File: src/rtl/puart_if.sv
// rtl/puart_if.sv - host-side bus of the puart: transmit strobe/data, receive FIFO and error flags
//
// Signals:
//   wr, tx_data           host -> uart : start a transmission
//   busy                  uart -> host : transmitter not idle
//   rd                    host -> uart : pop receive FIFO head
//   rx_data, valid        uart -> host : FIFO head (first-word-fall-through), FIFO not empty
//   rx_count              uart -> host : FIFO occupancy
//   clr_err               host -> uart : clear sticky flags
//   frame_err, parity_err, overrun      : sticky error flags
// Modports: master = host side, slave = uart side.
interface puart_if #(
    parameter int DATA_BITS = 8,
    parameter int RX_DEPTH  = 16
);
    logic                       wr;
    logic [DATA_BITS-1:0]       tx_data;
    logic                       busy;
    logic                       rd;
    logic [DATA_BITS-1:0]       rx_data;
    logic                       valid;
    logic [$clog2(RX_DEPTH):0]  rx_count;
    logic                       clr_err;
    logic                       frame_err;
    logic                       parity_err;
    logic                       overrun;

    modport master (
        output wr, tx_data, rd, clr_err,
        input  busy, rx_data, valid, rx_count, frame_err, parity_err, overrun
    );

    modport slave (
        input  wr, tx_data, rd, clr_err,
        output busy, rx_data, valid, rx_count, frame_err, parity_err, overrun
    );
endinterface

File: src/rtl/puart.sv
// rtl/puart.sv - UART with x16 oversampled receiver, receive FIFO and sticky error flags
//
// Ports:
//   clk     : single clock, rising edge
//   resetq  : asynchronous active-low reset
//   rx      : serial input, asynchronous to clk
//   tx      : serial output, idle high
//   bus     : puart_if.slave (transmit strobe/data, receive FIFO, error flags)
module puart #(
    parameter int CLKFREQ   = 30000000,
    parameter int BAUD      = 115200,
    parameter int DATA_BITS = 8,
    parameter int PARITY    = 0,
    parameter int STOP_BITS = 1,
    parameter int RX_DEPTH  = 16
) (
    input  logic    clk,
    input  logic    resetq,
    input  logic    rx,
    output logic    tx,
    puart_if.slave  bus
);
    localparam int DIV_RAW = CLKFREQ / (BAUD * 16);
    localparam int DIV     = (DIV_RAW < 1) ? 1 : DIV_RAW;
    localparam int DW      = (DIV > 1) ? $clog2(DIV) : 1;
    localparam int AW      = $clog2(RX_DEPTH);
    localparam logic [DW-1:0] DIV_LAST = DW'(DIV - 1);

    // ---------------- transmitter ----------------
    typedef enum logic [2:0] {TX_IDLE, TX_START, TX_DATA, TX_PAR, TX_STOP} tx_state_t;

    tx_state_t              tx_state_q, tx_state_d;
    logic [DW-1:0]          tx_div_q, tx_div_d;
    logic [3:0]             tx_tick_q, tx_tick_d;
    logic [3:0]             tx_bit_q, tx_bit_d;
    logic [DATA_BITS-1:0]   tx_shift_q, tx_shift_d;
    logic                   tx_par_q, tx_par_d;
    logic                   tx_q, tx_d;
    logic                   tx_tick_ev, tx_bit_end;

    assign tx_tick_ev = (tx_div_q == DIV_LAST);
    assign tx_bit_end = tx_tick_ev && (tx_tick_q == 4'd15);

    always_comb begin
        tx_state_d = tx_state_q;
        tx_div_d   = tx_div_q;
        tx_tick_d  = tx_tick_q;
        tx_bit_d   = tx_bit_q;
        tx_shift_d = tx_shift_q;
        tx_par_d   = tx_par_q;
        tx_d       = tx_q;

        if (tx_state_q != TX_IDLE) begin
            tx_div_d = tx_tick_ev ? '0 : tx_div_q + 1'b1;
            if (tx_tick_ev) begin
                tx_tick_d = tx_tick_q + 1'b1;
            end
        end

        case (tx_state_q)
            TX_IDLE: begin
                if (bus.wr) begin
                    tx_state_d = TX_START;
                    tx_shift_d = bus.tx_data;
                    tx_par_d   = (PARITY == 1) ? ~^bus.tx_data : ^bus.tx_data;
                    tx_d       = 1'b0;
                    tx_div_d   = '0;
                    tx_tick_d  = '0;
                    tx_bit_d   = '0;
                end
            end
            TX_START: begin
                if (tx_bit_end) begin
                    tx_state_d = TX_DATA;
                    tx_d       = tx_shift_q[0];
                end
            end
            TX_DATA: begin
                if (tx_bit_end) begin
                    tx_shift_d = tx_shift_q >> 1;
                    if (tx_bit_q == 4'(DATA_BITS - 1)) begin
                        tx_bit_d = '0;
                        if (PARITY != 0) begin
                            tx_state_d = TX_PAR;
                            tx_d       = tx_par_q;
                        end else begin
                            tx_state_d = TX_STOP;
                            tx_d       = 1'b1;
                        end
                    end else begin
                        tx_bit_d = tx_bit_q + 1'b1;
                        tx_d     = tx_shift_d[0];
                    end
                end
            end
            TX_PAR: begin
                if (tx_bit_end) begin
                    tx_state_d = TX_STOP;
                    tx_d       = 1'b1;
                end
            end
            TX_STOP: begin
                if (tx_bit_end) begin
                    if (tx_bit_q == 4'(STOP_BITS - 1)) begin
                        tx_state_d = TX_IDLE;
                    end else begin
                        tx_bit_d = tx_bit_q + 1'b1;
                    end
                end
            end
            default: tx_state_d = TX_IDLE;
        endcase
    end

    always_ff @(posedge clk or negedge resetq) begin
        if (!resetq) begin
            tx_state_q <= TX_IDLE;
            tx_div_q   <= '0;
            tx_tick_q  <= '0;
            tx_bit_q   <= '0;
            tx_shift_q <= '0;
            tx_par_q   <= 1'b0;
            tx_q       <= 1'b1;
        end else begin
            tx_state_q <= tx_state_d;
            tx_div_q   <= tx_div_d;
            tx_tick_q  <= tx_tick_d;
            tx_bit_q   <= tx_bit_d;
            tx_shift_q <= tx_shift_d;
            tx_par_q   <= tx_par_d;
            tx_q       <= tx_d;
        end
    end

    assign tx       = tx_q;
    assign bus.busy = (tx_state_q != TX_IDLE);

    // ---------------- receiver ----------------
    typedef enum logic [2:0] {RX_IDLE, RX_START, RX_DATA, RX_PAR, RX_STOP} rx_state_t;

    logic                   rx_meta_q, rx_sync_q;
    rx_state_t              rx_state_q, rx_state_d;
    logic [DW-1:0]          rx_div_q, rx_div_d;
    logic [3:0]             rx_tick_q, rx_tick_d;
    logic [3:0]             rx_bit_q, rx_bit_d;
    logic [DATA_BITS-1:0]   rx_shift_q, rx_shift_d;
    logic                   rx_par_ok_q, rx_par_ok_d;
    // Blocks a new start after a frame until the line has been seen high,
    // so a held-low line (break / bad stop) does not retrigger.
    logic                   rx_armed_q, rx_armed_d;
    logic                   rx_tick_ev, rx_sample;
    logic                   rx_par_exp;
    logic                   rx_push, frame_ev, par_ev;

    assign rx_tick_ev = (rx_div_q == DIV_LAST);
    assign rx_sample  = rx_tick_ev && (rx_tick_q == 4'd15);
    assign rx_par_exp = (PARITY == 1) ? ~^rx_shift_q : ^rx_shift_q;

    always_comb begin
        rx_state_d  = rx_state_q;
        rx_div_d    = rx_div_q;
        rx_tick_d   = rx_tick_q;
        rx_bit_d    = rx_bit_q;
        rx_shift_d  = rx_shift_q;
        rx_par_ok_d = rx_par_ok_q;
        rx_armed_d  = rx_armed_q;
        rx_push     = 1'b0;
        frame_ev    = 1'b0;
        par_ev      = 1'b0;

        if (rx_state_q != RX_IDLE) begin
            rx_div_d = rx_tick_ev ? '0 : rx_div_q + 1'b1;
            if (rx_tick_ev) begin
                rx_tick_d = rx_tick_q + 1'b1;
            end
        end

        case (rx_state_q)
            RX_IDLE: begin
                if (rx_sync_q) begin
                    rx_armed_d = 1'b1;
                end else if (rx_armed_q) begin
                    rx_state_d = RX_START;
                    rx_div_d   = '0;
                    rx_tick_d  = '0;
                end
            end
            RX_START: begin
                // Mid-start sample; realigning tick to 0 here puts every
                // later sample 16 ticks on, at the centre of each bit.
                if (rx_tick_ev && rx_tick_q == 4'd7) begin
                    rx_tick_d = '0;
                    if (!rx_sync_q) begin
                        rx_state_d  = RX_DATA;
                        rx_bit_d    = '0;
                        rx_par_ok_d = 1'b1;
                    end else begin
                        rx_state_d = RX_IDLE;
                    end
                end
            end
            RX_DATA: begin
                if (rx_sample) begin
                    rx_shift_d = {rx_sync_q, rx_shift_q[DATA_BITS-1:1]};
                    if (rx_bit_q == 4'(DATA_BITS - 1)) begin
                        rx_bit_d   = '0;
                        rx_state_d = (PARITY != 0) ? RX_PAR : RX_STOP;
                    end else begin
                        rx_bit_d = rx_bit_q + 1'b1;
                    end
                end
            end
            RX_PAR: begin
                if (rx_sample) begin
                    rx_state_d = RX_STOP;
                    if (rx_sync_q != rx_par_exp) begin
                        par_ev      = 1'b1;
                        rx_par_ok_d = 1'b0;
                    end
                end
            end
            RX_STOP: begin
                if (rx_sample) begin
                    rx_state_d = RX_IDLE;
                    rx_armed_d = 1'b0;
                    if (rx_sync_q) begin
                        rx_push = rx_par_ok_q;
                    end else begin
                        frame_ev = 1'b1;
                    end
                end
            end
            default: rx_state_d = RX_IDLE;
        endcase
    end

    always_ff @(posedge clk or negedge resetq) begin
        if (!resetq) begin
            rx_meta_q   <= 1'b1;
            rx_sync_q   <= 1'b1;
            rx_state_q  <= RX_IDLE;
            rx_div_q    <= '0;
            rx_tick_q   <= '0;
            rx_bit_q    <= '0;
            rx_shift_q  <= '0;
            rx_par_ok_q <= 1'b1;
            rx_armed_q  <= 1'b1;
        end else begin
            rx_meta_q   <= rx;
            rx_sync_q   <= rx_meta_q;
            rx_state_q  <= rx_state_d;
            rx_div_q    <= rx_div_d;
            rx_tick_q   <= rx_tick_d;
            rx_bit_q    <= rx_bit_d;
            rx_shift_q  <= rx_shift_d;
            rx_par_ok_q <= rx_par_ok_d;
            rx_armed_q  <= rx_armed_d;
        end
    end

    // ---------------- receive FIFO and flags ----------------
    logic [DATA_BITS-1:0]   fifo_mem [RX_DEPTH];
    logic [AW:0]            wr_ptr_q, wr_ptr_d;
    logic [AW:0]            rd_ptr_q, rd_ptr_d;
    logic [AW:0]            count;
    logic                   full, empty, do_push, do_pop, ovr_ev;
    logic                   frame_err_q, frame_err_d;
    logic                   parity_err_q, parity_err_d;
    logic                   overrun_q, overrun_d;

    assign count   = wr_ptr_q - rd_ptr_q;
    assign full    = (count == (AW+1)'(RX_DEPTH));
    assign empty   = (count == '0);
    assign do_pop  = bus.rd && !empty;
    // When full, a same-cycle pop frees the slot the push lands in.
    assign do_push = rx_push && (!full || bus.rd);
    assign ovr_ev  = rx_push && full && !bus.rd;

    always_comb begin
        wr_ptr_d     = wr_ptr_q;
        rd_ptr_d     = rd_ptr_q;
        if (do_push) wr_ptr_d = wr_ptr_q + 1'b1;
        if (do_pop)  rd_ptr_d = rd_ptr_q + 1'b1;
        // A new event wins over a simultaneous clear.
        frame_err_d  = frame_ev || (frame_err_q  && !bus.clr_err);
        parity_err_d = par_ev   || (parity_err_q && !bus.clr_err);
        overrun_d    = ovr_ev   || (overrun_q    && !bus.clr_err);
    end

    always_ff @(posedge clk or negedge resetq) begin
        if (!resetq) begin
            wr_ptr_q     <= '0;
            rd_ptr_q     <= '0;
            frame_err_q  <= 1'b0;
            parity_err_q <= 1'b0;
            overrun_q    <= 1'b0;
        end else begin
            wr_ptr_q     <= wr_ptr_d;
            rd_ptr_q     <= rd_ptr_d;
            frame_err_q  <= frame_err_d;
            parity_err_q <= parity_err_d;
            overrun_q    <= overrun_d;
        end
    end

    always_ff @(posedge clk) begin
        if (do_push) begin
            fifo_mem[wr_ptr_q[AW-1:0]] <= rx_shift_q;
        end
    end

    assign bus.rx_data    = fifo_mem[rd_ptr_q[AW-1:0]];
    assign bus.valid      = !empty;
    assign bus.rx_count   = count;
    assign bus.frame_err  = frame_err_q;
    assign bus.parity_err = parity_err_q;
    assign bus.overrun    = overrun_q;
endmodule

File: src/flat_wrapper.sv
// flat-port wrapper written by rule: the top's interface ports become plain ports
module puart_flat 
#(
    parameter int CLKFREQ   = 30000000,
    parameter int BAUD      = 115200,
    parameter int DATA_BITS = 8,
    parameter int PARITY    = 0,
    parameter int STOP_BITS = 1,
    parameter int RX_DEPTH  = 16
)
  (clk, resetq, rx, tx, bus_wr, bus_tx_data, bus_rd, bus_clr_err, bus_busy, bus_rx_data, bus_valid, bus_rx_count, bus_frame_err, bus_parity_err, bus_overrun);
  puart_if #(.DATA_BITS(DATA_BITS), .RX_DEPTH(RX_DEPTH)) bus_i ();
  input  logic clk;
  input  logic resetq;
  input  logic rx;
  output logic tx;
  input wire logic [$bits(bus_i.wr)-1:0] bus_wr;
  input wire logic [$bits(bus_i.tx_data)-1:0] bus_tx_data;
  input wire logic [$bits(bus_i.rd)-1:0] bus_rd;
  input wire logic [$bits(bus_i.clr_err)-1:0] bus_clr_err;
  output wire logic [$bits(bus_i.busy)-1:0] bus_busy;
  output wire logic [$bits(bus_i.rx_data)-1:0] bus_rx_data;
  output wire logic [$bits(bus_i.valid)-1:0] bus_valid;
  output wire logic [$bits(bus_i.rx_count)-1:0] bus_rx_count;
  output wire logic [$bits(bus_i.frame_err)-1:0] bus_frame_err;
  output wire logic [$bits(bus_i.parity_err)-1:0] bus_parity_err;
  output wire logic [$bits(bus_i.overrun)-1:0] bus_overrun;
  assign bus_i.wr = bus_wr;
  assign bus_i.tx_data = bus_tx_data;
  assign bus_i.rd = bus_rd;
  assign bus_i.clr_err = bus_clr_err;
  assign bus_busy = bus_i.busy;
  assign bus_rx_data = bus_i.rx_data;
  assign bus_valid = bus_i.valid;
  assign bus_rx_count = bus_i.rx_count;
  assign bus_frame_err = bus_i.frame_err;
  assign bus_parity_err = bus_i.parity_err;
  assign bus_overrun = bus_i.overrun;
  puart #(.CLKFREQ(CLKFREQ), .BAUD(BAUD), .DATA_BITS(DATA_BITS), .PARITY(PARITY), .STOP_BITS(STOP_BITS), .RX_DEPTH(RX_DEPTH)) u_core (.clk(clk), .resetq(resetq), .rx(rx), .tx(tx), .bus(bus_i));
endmodule
File: config.mk
export PLATFORM = sky130hd
export DESIGN_NAME = puart_flat
export DESIGN_NICKNAME = d
export VERILOG_FILES = /design/src/rtl/puart_if.sv /design/src/rtl/puart.sv /design/src/flat_wrapper.sv
export SDC_FILE = /design/constraint.sdc
export NUM_CORES = 1
export LEC_CHECK = 0
export ABC_AREA = 1
export CORE_UTILIZATION = 45
export DETAILED_ROUTE_END_ITERATION = 16
export GPL_ROUTABILITY_DRIVEN = 0
export SLEW_MARGIN = 0
export SYNTH_ARGS = -nofsm -noshare
export SYNTH_HDL_FRONTEND = slang
export SYNTH_SLANG_ARGS = --single-unit
export TNS_END_PERCENT = 10
File: constraint.sdc
create_clock -name clk -period 2.9 [get_ports clk]
set_input_delay 0.58 -clock clk [delete_from_list [all_inputs] [get_ports clk]]
set_output_delay 0.58 -clock clk [all_outputs]
set_load 0.01 [all_outputs]
**Yosys cells after proc, flatten, opt, wreduce, memory -nomap -nowiden**

Memories as Yosys holds them, arrays and structs flattened.
Cells that the tools add are included.

- Output and inout port bits: 19
- Memories kept: 1
- Input bits: 14
- Word-level logic and storage cells: 180
- Bits in registers: 64
- RAM bits: 128

Memory list:

| name | words | bits a word | read ports | clocked after memory_dff | wr ports | line | text |
|---|---|---|---|---|---|---|---|
| u_core.fifo_mem | 16 | 8 | 1 | 0 | 1 | puart.sv:262 | `logic [DATA_BITS-1:0] fifo_mem [RX_DEPTH];` |

- Reductions and logical operators: 40
- Muxes and demuxes: 75
- Add/sub/neg operators: 9
- Equal/unequal tests: 35

Operator list:

| kind | count |
|---|---|
| 4-bit two-way mux | 27 |
| 3-bit two-way mux | 14 |
| 3-bit case mux with 5 select lines | 2 |
| 2-bit by 1-bit != test with 1-bit output (second input constant) | 14 |
| 4-bit by 1-bit adder with 4-bit output (second input constant) | 6 |
| 1-bit two-way mux | 22 |
| 4-bit == test (second input constant) | 4 |
| 8-bit two-way mux | 2 |
| 4-bit case mux with 2 select lines | 2 |
| 8-bit case mux with 2 select lines | 1 |
| 5-bit AND reduction | 3 |
| 7-bit AND reduction | 2 |
| 3-bit by 2-bit == test with 1-bit output (second input constant) | 4 |
| 4-bit by 3-bit == test with 1-bit output (second input constant) | 3 |
| 4-bit case mux with 3 select lines | 1 |
| 5-bit by 1-bit adder with 5-bit output (second input constant) | 2 |
| 1-bit logical AND | 10 |
| 3-bit nonzero test | 3 |
| 2-bit != test (second input constant) | 4 |
| 2-bit nonzero test | 4 |
| 8-bit parity | 1 |
| 3-bit by 1-bit == test with 1-bit output (second input constant) | 2 |
| 3-bit == test (second input constant) | 2 |
| 3-bit zero test | 2 |
| other kinds (14) | 22 |

**Depth between registers and ports, before layout**

- Depth after elaboration: 7
- Gate-level depth with buffers: 12
- Gate-level depth less buffers: 12

**Worst setup path before layout**

Ideal clock, no wire load.

- Kind: register to register
- Start point: register u_core.rd_ptr_q[2]
- End point: memory u_core.fifo_mem[3][0] (enable)
- Path buffers: 2
- Arrival time: 2.301 ns
- Library setup time: 0.370 ns
- Stages on the path, launching flop included: 12
- Setup slack: 0.228 ns
- Period minus slack after synthesis: 2.672 ns
- Required time: 2.530 ns
- Cell sequence: dfrtp_1 > clkbuf_1 > inv_1 > ha_1 > a21oi_1 > nand2_1 > xor2_1 > nor3_1 > nand2_1 > buf_6 > nand3_4 > nor2_1

- Longest elaborated chain between the ends: 7

RTL lines:

| element | line | text |
|---|---|---|
| from (decl) | puart.sv:264 | `logic [AW:0] rd_ptr_q, rd_ptr_d;` |
| from (signal assigned) | puart.sv:299 | `rd_ptr_q <= rd_ptr_d;` |
| 5-bit subtractor | puart.sv:271 | `assign count = wr_ptr_q - rd_ptr_q;` |
| net bus_rx_count[3] | flat_wrapper.sv:24 | `output wire logic [$bits(bus_i.rx_count)-1:0] bus_rx_count;` |
| 5-bit == test | puart.sv:272 | `assign full = (count == (AW+1)'(RX_DEPTH));` |
| 1-bit zero test | puart.sv:276 | `assign do_push = rx_push && (!full \|\| bus.rd);` |
| 1-bit logical OR | puart.sv:276 |  |
| 1-bit logical AND | puart.sv:276 |  |
| 1-bit two-way mux | puart.sv:307 | `if (do_push) begin` |
| 1-bit two-way mux (implied by the code) | puart.sv:308 | `fifo_mem[wr_ptr_q[AW-1:0]] <= rx_shift_q;` |
| to (decl) | puart.sv:262 |  |

The timed path passes the listed nets, and every way through them passes these cells.

**Worst setup path after layout**

- Start point: register u_core.rd_ptr_q[0]
- End point: output port bus_rx_data[5]

- Longest elaborated chain between the ends: 1

RTL lines:

| element | line | text |
|---|---|---|
| memory 16 x 8 bit | - |  |
| to (decl) | flat_wrapper.sv:22 | `output wire logic [$bits(bus_i.rx_data)-1:0] bus_rx_data;` |

No other way between the ends.

==> reports/results.tsv <==
metric	value	unit
status	finished with violations	
failing checks	negative setup slack	
CTS root buf	clkbuf_16	
H-tree levels	4	
first-pass GRT wire length	31.0	mm
Post-Synth Simple-Gate Area	16.3	%
Req. time, crit path	2.32	ns
Critical Path Slowest Stage Cell	clkdlybuf4s50_1	
Num CTS Buffers	17	
mux cell area share after synthesis	0	%
clock buffer depth	2	
largest net degree at the start of global routing	68	
placed cell area	9350	um2
area share of the leading cell type in the synthesized netlist	44.8	%
final instance area	10000	um2
Fmax	336	MHz
endpoints failing setup	5	
DRT antenna net count	0	
Die Y-Extent	140	um
Period minus WS final	2.98	ns
initial drt markers	472	
RSZ-0062 raised after global routing	yes	
fillcell total	1609	
die width	140	um
Reg clk slew, reported paths	0.07	ns
sw frac	28.0	%
wire length per cell	17.2	um
Slew Limit Fails	0	
Worst Hold Class	in -> async	
Gate power share	13.7	%
leakage	4.31	nW
setup TNS	-0.235	ns
Top-Level Pins	33	
CP Launch Type	register	
maximum vdd drop	0.409	mV
total track usage	20.8	%
row cnt	50	
flop-to-flop setup slack	0.17	ns
sw power	1.75	mW
sequential-to-total area share from yosys stat	63.5	%
transition time of the tightest slew-check pin	0.755	ns
crit share post-route	103	%
first-pass iteration count of the detailed router	5	
vias	5986	
Compound-Gate Fraction of Synth Area	11.7	%
Crit path largest cell delay	0.54	ns
Clk pwr share	35.0	%
Net Count, Synth	839	
vias in the first global route	6056	
GRT Residual Overflow	0	
ratio of cells with drive above 1 in the final layout	13.3	%
critical register-to-register path startpoint	u_core.rd_ptr_q[0]$_DFFE_PN0P_	
Distinct cells, synth	43	
family with the most delay on the worst path	buffers and inverters	
Power Dens Cells	621	nW/um2
Final Hold Vio Count	0	
Via density	5.37	
area grow syn2layout	16.9	%
final net count	898	
Worst Slack Setup Final	-0.0786	ns
Core ar.	18700	um2
die area	19600	um2
Hold Buf Count CTS	0	
asr flop ratio synth	33.3	%
Relative slew margins	49.7	%
Pwr Total	6.23	mW
synthesized area per cell	10.6	um2
Diodes inserted	0	
drt total wl	19.2	mm
Most used DFF post-synth	edfxtp_1	
clk sink count	192	
synthesized area	8580	um2
Reg power frac	51.4	%
Starting Density	45.9	%
r2r worst-path depth	10	
DRC viols	0	
area share of fa/ha/maj cells after synthesis	2.57	%
WHS	0.0972	ns
register bit total from synthesis	192	
dpl ws	0.0891	ns
RR Endpoint	u_core.fifo_mem[6][4]$_DFFE_PP_	
Cell Count Post-Placement	1078	
worst-path cell chain	inv_4, buf_12, o21ai_0, o221ai_1, o211ai_1, nand3_1, clkdlybuf4s50_1	
max-cap viol count	0	
IO buf count	32	
TritonCTS clock tree	built	
post-synth top area cell	edfxtp_1	
Synth Instances	808	
antenna violations before repair	0	
worst-path fanout max	17	
clock skew	0.0130	ns
Synth area leaders	edfxtp_1 45%, dfrtp_1 17%, nand2_1 5.9%, o21ai_0 5.9%, nor2_1 4.7%	
CP Class	reg -> out	
crit path capture type	output port	
clock latency on the worst-skew pair	0.43	ns
post-synthesis xor/xnor area fraction	1.53	%
sum of buffers and inverters on the critical path	3	
Cell Int Power	4.49	mW
worst path arrival time	2.40	ns
Final Util	53.6	%
largest family of logic cells by synthesized area	simple AND/OR/NAND/NOR gates	
dpl hpwl	12.6	mm
Yosys Warn Count	0	
EDFF count, synth	128	
Final Non-Filler Cells	1114	
[routing by layer]
| layer | up-vias | part of all wire (%) | GRT usage (%) |
|---|---|---|---|
| met1 | 2884 | 44 | 26.6 |
| li1 | 2940 | - | - |
| met2 | 149 | 49 | 35.1 |
| met4 | 0 | 1.1 | 7.17 |
| met3 | 13 | 5.0 | 4.44 |
| met5 | - | 0 | 0 |
[Yosys cell counts (6+ instances only)]
master      n
clkbuf_1   19
xor2_1     11
inv_2       6
o211ai_1   10
dfrtp_1    59
nor2_1    108
o221ai_1   12
o21ai_0   101
edfxtp_1  128
nand3_1    45
ha_1       16
inv_1      57
a21oi_1    12
o22ai_1    24
nand2_1   135
[kinds of logic after synthesis]
| logic type | after synthesis |
|---|---|
| simple gates | 317 |
| flops | 192 |
| compound gates | 173 |
| buf+inv | 94 |
| fa+ha+maj | 17 |
| xor+xnor | 15 |
[how the worst max path moves through the flow]
stage / cells past startpoint / slack, ns / end / start
floorplan: 11 / 0.23 / u_core.fifo_mem[3][0]$_DFFE_PP_ / u_core.rd_ptr_q[2]$_DFFE_PN0P_
global placement: 6 / 0.15 / bus_valid / u_core.rd_ptr_q[0]$_DFFE_PN0P_
detailed placement: 6 / 0.09 / bus_valid / u_core.rd_ptr_q[0]$_DFFE_PN0P_
CTS: 7 / -0.13 / bus_rx_data[5] / u_core.rd_ptr_q[0]$_DFFE_PN0P_
global route: 7 / -0.16 / bus_rx_data[5] / u_core.rd_ptr_q[1]$_DFFE_PN0P_
finish: 7 / -0.08 / bus_rx_data[5] / u_core.rd_ptr_q[0]$_DFFE_PN0P_
[placed cells by master, fill, tap and decap left out, types with 4 or more instances in the layout]
cell type / n
clkbuf_16: 19
nand3_4: 4
o211ai_1: 10
nand2_1: 135
buf_4: 30
o221ai_1: 10
o21ai_0: 101
buf_12: 4
edfxtp_1: 128
inv_6: 4
clkinvlp_4: 5
nor2_1: 108
nor2_4: 5
dfstp_2: 5
o21ai_1: 4
inv_1: 54
nand4_1: 5
dfrtp_1: 57
xor2_1: 11
inv_2: 8
nand3_1: 43
o22ai_1: 24
ha_1: 16
clkdlybuf4s50_1: 26
a21oi_1: 12
[flip-flops by register name, indices dropped and copies added, names as in the netlist, 3 cells and up]
register	cells
u_core.rd_ptr_q	5
u_core.rx_shift_q	8
u_core.rx_tick_q	4
u_core.wr_ptr_q	5
u_core.fifo_mem	128
u_core.rx_state_q	3
u_core.rx_bit_q	4
u_core.tx_state_q	3
u_core.rx_div_q	4
u_core.tx_div_q	4
u_core.tx_tick_q	4
u_core.tx_shift_q	8
u_core.tx_bit_q	4
[worst reg2reg max path: cells and delay by family (launching register included)]
kind | cells | cell delay [ns]
AND/OR/NAND/NOR | 4 | 0.64
adder cells (fa/ha/maj) | 2 | 0.63
flip-flops | 1 | 0.46
buffers and inverters | 2 | 0.34
XOR/XNOR | 1 | 0.19
AO/OA/AOI/OAI | 1 | 0.18
[power groups by stage]
stage                     clock, mW  combinational, mW  sequential (mW)
after CTS                      2.23              0.860             3.20
final                          2.18              0.851             3.20
after detailed placement          0              0.859             3.25
after global routing           2.35              0.987             3.22
after floorplan                   0              0.677             3.22
after global placement            0              0.810             3.24
[final cells by class]
cell class	instances	area [um2]	area share (%)
inverters	65	246	2.46
repair buffers	69	698	6.96
clock buffers	17	425	4.24
flip-flops and latches	192	5450	54.4
multi-input cells	522	2790	27.8
clock inverters	15	125	1.25
well taps	234	293	2.92
[what timing repair did]
action	CTS	global route
gates resized for setup	18	5
buffers inserted	0	1
pin swaps	4	2
setup endpoints to repair	12	11
gates cloned	1	2
Note: power is estimated with default switching activity, not from simulation.
